[config.mk]
export PLATFORM = sky130hd
export DESIGN_NAME = reduce_result_packer
export DESIGN_NICKNAME = d
export VERILOG_FILES = /design/src/rtl/reduce_result_packer_pkg.sv /design/src/rtl/reduce_pack_oreg.sv /design/src/rtl/reduce_result_packer.sv
export SDC_FILE = /design/constraint.sdc
export NUM_CORES = 2
export LEC_CHECK = 0
export CAP_MARGIN = 20
export CORE_MARGIN = 2
export CORE_UTILIZATION = 54
export CTS_CLUSTER_DIAMETER = 200
export DETAILED_ROUTE_END_ITERATION = 8
export PLACE_DENSITY = 0.87
export SLEW_MARGIN = 10
export SYNTH_ARGS = -nofsm -noshare
export SYNTH_HDL_FRONTEND = slang
export SYNTH_SLANG_ARGS = --single-unit
[constraint.sdc]
create_clock -name aclk -period 3.1 [get_ports aclk]
set_input_delay 0.31 -clock aclk [delete_from_list [all_inputs] [get_ports aclk]]
set_output_delay 0.31 -clock aclk [all_outputs]
set_load 0.02 [all_outputs]
[src/rtl/reduce_result_packer_pkg.sv]
// Shared constants and types for the reduction result packer.
package reduce_result_packer_pkg;

    localparam int N_LANES    = 8;
    localparam int LANE_BITS  = 64;
    localparam int LANE_BYTES = LANE_BITS / 8;

    typedef logic [LANE_BITS-1:0]            lane_t;
    typedef logic [N_LANES*LANE_BITS-1:0]    beat_t;
    typedef logic [N_LANES*LANE_BYTES-1:0]   keep_t;

endpackage

[src/rtl/reduce_pack_oreg.sv]
// Single-entry valid/ready holding register for a packed beat (data, keep, last).
module reduce_pack_oreg #(
    parameter int DATA_W = 512,
    parameter int KEEP_W = 64
) (
    input  logic              aclk,
    input  logic              aresetn,
    input  logic              load,
    input  logic [DATA_W-1:0] load_data,
    input  logic [KEEP_W-1:0] load_keep,
    input  logic              load_last,
    output logic              load_ready,
    output logic              m_tvalid,
    input  logic              m_tready,
    output logic [DATA_W-1:0] m_tdata,
    output logic [KEEP_W-1:0] m_tkeep,
    output logic              m_tlast
);
    import reduce_result_packer_pkg::*;

    // The entry can take a new beat when empty or when its beat leaves this cycle.
    assign load_ready = ~m_tvalid | m_tready;

    // Hold the beat until the downstream handshake; a same-cycle load replaces it with no bubble.
    always_ff @(posedge aclk or negedge aresetn) begin
        if (!aresetn) begin
            m_tvalid <= 1'b0;
            m_tdata  <= '0;
            m_tkeep  <= '0;
            m_tlast  <= 1'b0;
        end else if (load) begin
            // NOTE: non-blocking assignments so every register samples pre-edge values.
            m_tvalid <= 1'b1;
            m_tdata  <= load_data;
            m_tkeep  <= load_keep;
            m_tlast  <= load_last;
        end else if (m_tready) begin
            m_tvalid <= 1'b0;
        end
    end

endmodule

[src/rtl/reduce_result_packer.sv]
// Packs a stream of reduction results into N_LANES-wide output beats.
module reduce_result_packer #(
    parameter int N_LANES   = reduce_result_packer_pkg::N_LANES,
    parameter int LANE_BITS = reduce_result_packer_pkg::LANE_BITS
) (
    input  logic                         aclk,
    input  logic                         aresetn,
    input  logic                         in_valid,
    output logic                         in_ready,
    input  logic [LANE_BITS-1:0]         in_data,
    input  logic                         in_last,
    output logic                         m_tvalid,
    input  logic                         m_tready,
    output logic [N_LANES*LANE_BITS-1:0] m_tdata,
    output logic [N_LANES*LANE_BITS/8-1:0] m_tkeep,
    output logic                         m_tlast,
    output logic [31:0]                  cnt_in,
    output logic [31:0]                  cnt_out
);
    import reduce_result_packer_pkg::*;

    localparam int LANE_B = LANE_BITS / 8;
    localparam int KEEP_W = N_LANES * LANE_B;
    localparam int DATA_W = N_LANES * LANE_BITS;
    localparam int IDX_W  = (N_LANES > 1) ? $clog2(N_LANES) : 1;
    localparam logic [IDX_W-1:0] LAST_IDX = IDX_W'(N_LANES - 1);

    logic [IDX_W-1:0]     lidx;
    logic [LANE_BITS-1:0] pbuf [N_LANES];
    logic                 accept;
    logic                 closing;
    logic [DATA_W-1:0]    beat;
    logic [KEEP_W-1:0]    beat_keep;

    assign accept  = in_valid & in_ready;
    assign closing = accept & (in_last | (lidx == LAST_IDX));

    // Assemble the completed beat: stored lanes below lidx, the incoming result at lidx, zeros above.
    always_comb begin
        // NOTE: defaults first so no path leaves beat/beat_keep unassigned (no latch).
        beat      = '0;
        beat_keep = '0;
        for (int i = 0; i < N_LANES; i++) begin
            if (IDX_W'(i) == lidx) begin
                beat[i*LANE_BITS +: LANE_BITS] = in_data;
            end else begin
                beat[i*LANE_BITS +: LANE_BITS] = pbuf[i];
            end
            if (IDX_W'(i) <= lidx) begin
                beat_keep[i*LANE_B +: LANE_B] = '1;
            end
        end
    end

    // Store accepted results lane by lane; a closing result empties the buffer for the next beat.
    always_ff @(posedge aclk or negedge aresetn) begin
        if (!aresetn) begin
            lidx <= '0;
            // NOTE: pbuf is reset (not left uninitialised) because lanes above lidx must read as zero in a short beat.
            for (int i = 0; i < N_LANES; i++) pbuf[i] <= '0;
        end else if (accept) begin
            if (closing) begin
                lidx <= '0;
                for (int i = 0; i < N_LANES; i++) pbuf[i] <= '0;
            end else begin
                pbuf[lidx] <= in_data;
                lidx       <= lidx + 1'b1;
            end
        end
    end

    // Count input and output handshakes; both wrap naturally at 32 bits.
    always_ff @(posedge aclk or negedge aresetn) begin
        if (!aresetn) begin
            cnt_in  <= '0;
            cnt_out <= '0;
        end else begin
            if (accept)              cnt_in  <= cnt_in + 32'd1;
            if (m_tvalid && m_tready) cnt_out <= cnt_out + 32'd1;
        end
    end

    reduce_pack_oreg #(
        .DATA_W (DATA_W),
        .KEEP_W (KEEP_W)
    ) u_oreg (
        .aclk       (aclk),
        .aresetn    (aresetn),
        .load       (closing),
        .load_data  (beat),
        .load_keep  (beat_keep),
        .load_last  (in_last),
        .load_ready (in_ready),
        .m_tvalid   (m_tvalid),
        .m_tready   (m_tready),
        .m_tdata    (m_tdata),
        .m_tkeep    (m_tkeep),
        .m_tlast    (m_tlast)
    );

endmodule

==> results.json <==
{
  "fillers": 5580,
  "clk_pin_slew_ns": 0.06,
  "p_per_area_nw_per_um2": 681,
  "ios": 712,
  "place_ws_ns": 0.293,
  "clockRootBuffer": "clkbuf_16",
  "syn_area_sq_um": 45200,
  "cts_buffers": 106,
  "ant_nets": 0,
  "dr.pass1.iters": 6,
  "cp.required_ns": 3.61,
  "status": "finished clean",
  "syn-instance-count": 3904,
  "htree_levels": 3,
  "min_path_type": "in2async",
  "synth-main-ff-cell": "dfrtp_1",
  "cts_tree": "yes",
  "reg2regPathDepth": 7,
  "cap_violations": 0,
  "dieHeight_um": 293,
  "maxSlewViolCount": 0,
  "fin_skew_ns": 0.0509,
  "setup_violations": 0,
  "synth-seq-cells": 1101,
  "critPathLaunchType": "flop",
  "ir_drop_v": 0.000469,
  "nNetsFinal": 4492,
  "die_area_sq_um": 86100,
  "drt-initial-drc-count": 3419,
  "grt_overflow": 0,
  "viasPerCell": 6.33,
  "place_area_sq_um": 53300,
  "wl_um": 144000,
  "initial_core_util_pct": 54.3,
  "crit_arrival_ns": 3.38,
  "finalNonFillerCells": 5584,
  "dp_hpwl_um": 90700,
  "max_slew_margin_pct": 34.9,
  "coreArea_sq_um": 83300,
  "routedWlPerCell_um": 25.8,
  "grt_pass1_wl_um": 218000,
  "vias": 35300,
  "rows": 106,
  "finalHoldViolCount": 0,
  "synth_cell_type_count": 39,
  "fmax_mhz": 349,
  "n_antenna_cell": 0,
  "cp_max_fo": 84,
  "rsz0062_at_grt": "false",
  "gp_congestion": 0.888,
  "p_leak_nw": 26.8,
  "yosysWarnings": 0,
  "grt_max_degree": 157,
  "port_buffers": 711,
  "synth_edf_count": 0,
  "grtUsageTotal_pct": 33.0,
  "dp.cells": 5388,
  "tns_ns": 0,
  "syn_area_per_cell_sq_um": 11.6,
  "fin_crit_ns": 2.87,
  "finalWorstSetupSlack_ns": 0.235,
  "p_total_mw": 38.7,
  "async_reset_ff_share_pct": 100,
  "synth_fp_nets": 3979,
  "drc": 0,
  "min_period_over_period_pct": 92.4,
  "die_x_um": 293,
  "endpoint_kind": "flop",
  "antenna_found_initial": 0,
  "cts_max_path_buffers": 3,
  "tightest_slew_ns": 0.974,
  "syn_to_final_growth_pct": 25.8,
  "grt_pass1_vias": 35600,
  "drive_gt1_share_pct": 6.90,
  "critPathKind": "reg2reg",
  "clkLatencyLatePin_ns": 0.67,
  "clock_sinks": 1101,
  "ys_seq_area_share_pct": 60.9,
  "design_area_sq_um": 56900
}
## where the power goes
part | switching (mW) | total, mW | internal [mW]
combinational | 4.78 | 8.31 | 3.53
clock | 5.69 | 13.3 | 7.60
sequential | 1.27 | 17.1 | 15.9
total | 11.7 | 38.7 | 27.0
## state kept, by name, summed over array words and instances (netlist names)
register,count
u_oreg.m_tvalid,1
lidx,3
u_oreg.m_tdata,512
u_oreg.m_tlast,1
cnt_out,32
pbuf,512
cnt_in,32
u_oreg.m_tkeep,8
## area by class of cell
type | count | area, sq um | area share (%)
clock buffers | 147 | 3020 | 5.30
flip-flops and latches | 1101 | 27600 | 48.4
multi-input cells | 2374 | 15900 | 28.0
repair buffers | 821 | 8440 | 14.8
inverters | 13 | 48.8 | 0.0858
well taps | 1080 | 1350 | 2.37
clock inverters | 48 | 582 | 1.02
## worst paths after layout
check / slack, ns / startpoint / endpoint
max: 0.23 / lidx[1]$_DFFE_PN0P_ / u_oreg.m_tdata[155]$_DFFE_PN0P_
min: 0.32 / aresetn / u_oreg.m_tdata[74]$_DFFE_PN0P_
max reg2reg: 0.23 / lidx[1]$_DFFE_PN0P_ / u_oreg.m_tdata[155]$_DFFE_PN0P_
min reg2reg: 0.48 / cnt_out[31]$_DFFE_PN0P_ / cnt_out[31]$_DFFE_PN0P_
max in group asynchronous: 1.73 / aresetn / u_oreg.m_tdata[103]$_DFFE_PN0P_
min in group aclk: 0.38 / in_last / u_oreg.m_tkeep[62]$_DFFE_PN0P_
## metal layers
metal	wire (um)	global-route usage (%)	vias up
met5	0	0	-
met2	68000	51.7	2189
met3	12500	6.60	455
li1	-	-	14800
met4	8680	19.1	0
met1	55000	43.1	17900
## cells by family (layout without fill, tap and decap cells)
logic type	Yosys count	count (layout)	share of synthesized area (%)
DFF	1101	1101	60.9
AOI/OAI and AO/OA	1043	1043	16.1
and+or+nand+nor	814	814	7.36
muxes	449	449	9.94
buffers and inverters	429	1029	4.33
xor gates and xnor gates	62	62	1.20
adders and majority gates	6	6	0.166
## cells in the mapped netlist, drive strengths merged, types with 4 or more instances
library cell | n | area (sq um)
dfrtp | 1101 | 27600
nand2 | 617 | 2320
a22o | 514 | 4500
o21ai | 456 | 2280
mux2i | 448 | 4480
clkbuf | 218 | 820
buf | 198 | 1090
nor2 | 88 | 330
a31oi | 67 | 425
xor2 | 36 | 315
xnor2 | 26 | 228
nand3 | 25 | 125
nor3 | 18 | 95.1
nand4 | 14 | 87.6
and4 | 13 | 114
inv | 13 | 48.8
and3 | 10 | 62.6
nor4 | 9 | 56.3
ha | 6 | 75.1
nor4b | 5 | 43.8
and2 | 4 | 25.0
nand2b | 4 | 25.0
## worst max-delay path, cell delays in order (launching register included)
cell and delay (ns):
dfrtp_1 0.50, ha_1 0.28, ha_4 0.18, or2_1 0.38, nand3_4 0.18, buf_12 0.31, buf_4 0.56, o21ai_0 0.21
## placed cells by master, fill, tap and decap left out, types with 13 or more instances in the layout
cell type and count:
nand4_1 14, clkinv_2 24, inv_1 13, a22o_1 514, dfrtp_1 1101, o21ai_0 453, mux2i_1 448, nand3_1 24
xnor2_1 26, xor2_1 36, buf_4 70, clkbuf_16 107, nor3_1 15, buf_12 39, nor2_1 85, clkbuf_8 19
clkdlybuf4s50_1 710, nand2_1 614, a31oi_1 66, clkbuf_1 21
## metrics by stage
step,util [%],hold WS [ns]
2_1_floorplan,-,0.0144
3_3_place_gp,64.0,0.413
3_5_place_dp,64.0,0.419
4_1_cts,68.3,0.294
5_1_grt,68.3,0.330
6_report,68.3,0.319
## what timing repair did
action                                 4_1_cts  5_1_grt
endpoints found under the hold margin       44        0
hold buffers                                 1        0
buffers inserted                             0        0
gates resized for setup                      0        0
(Power assumes the default switching activity.)
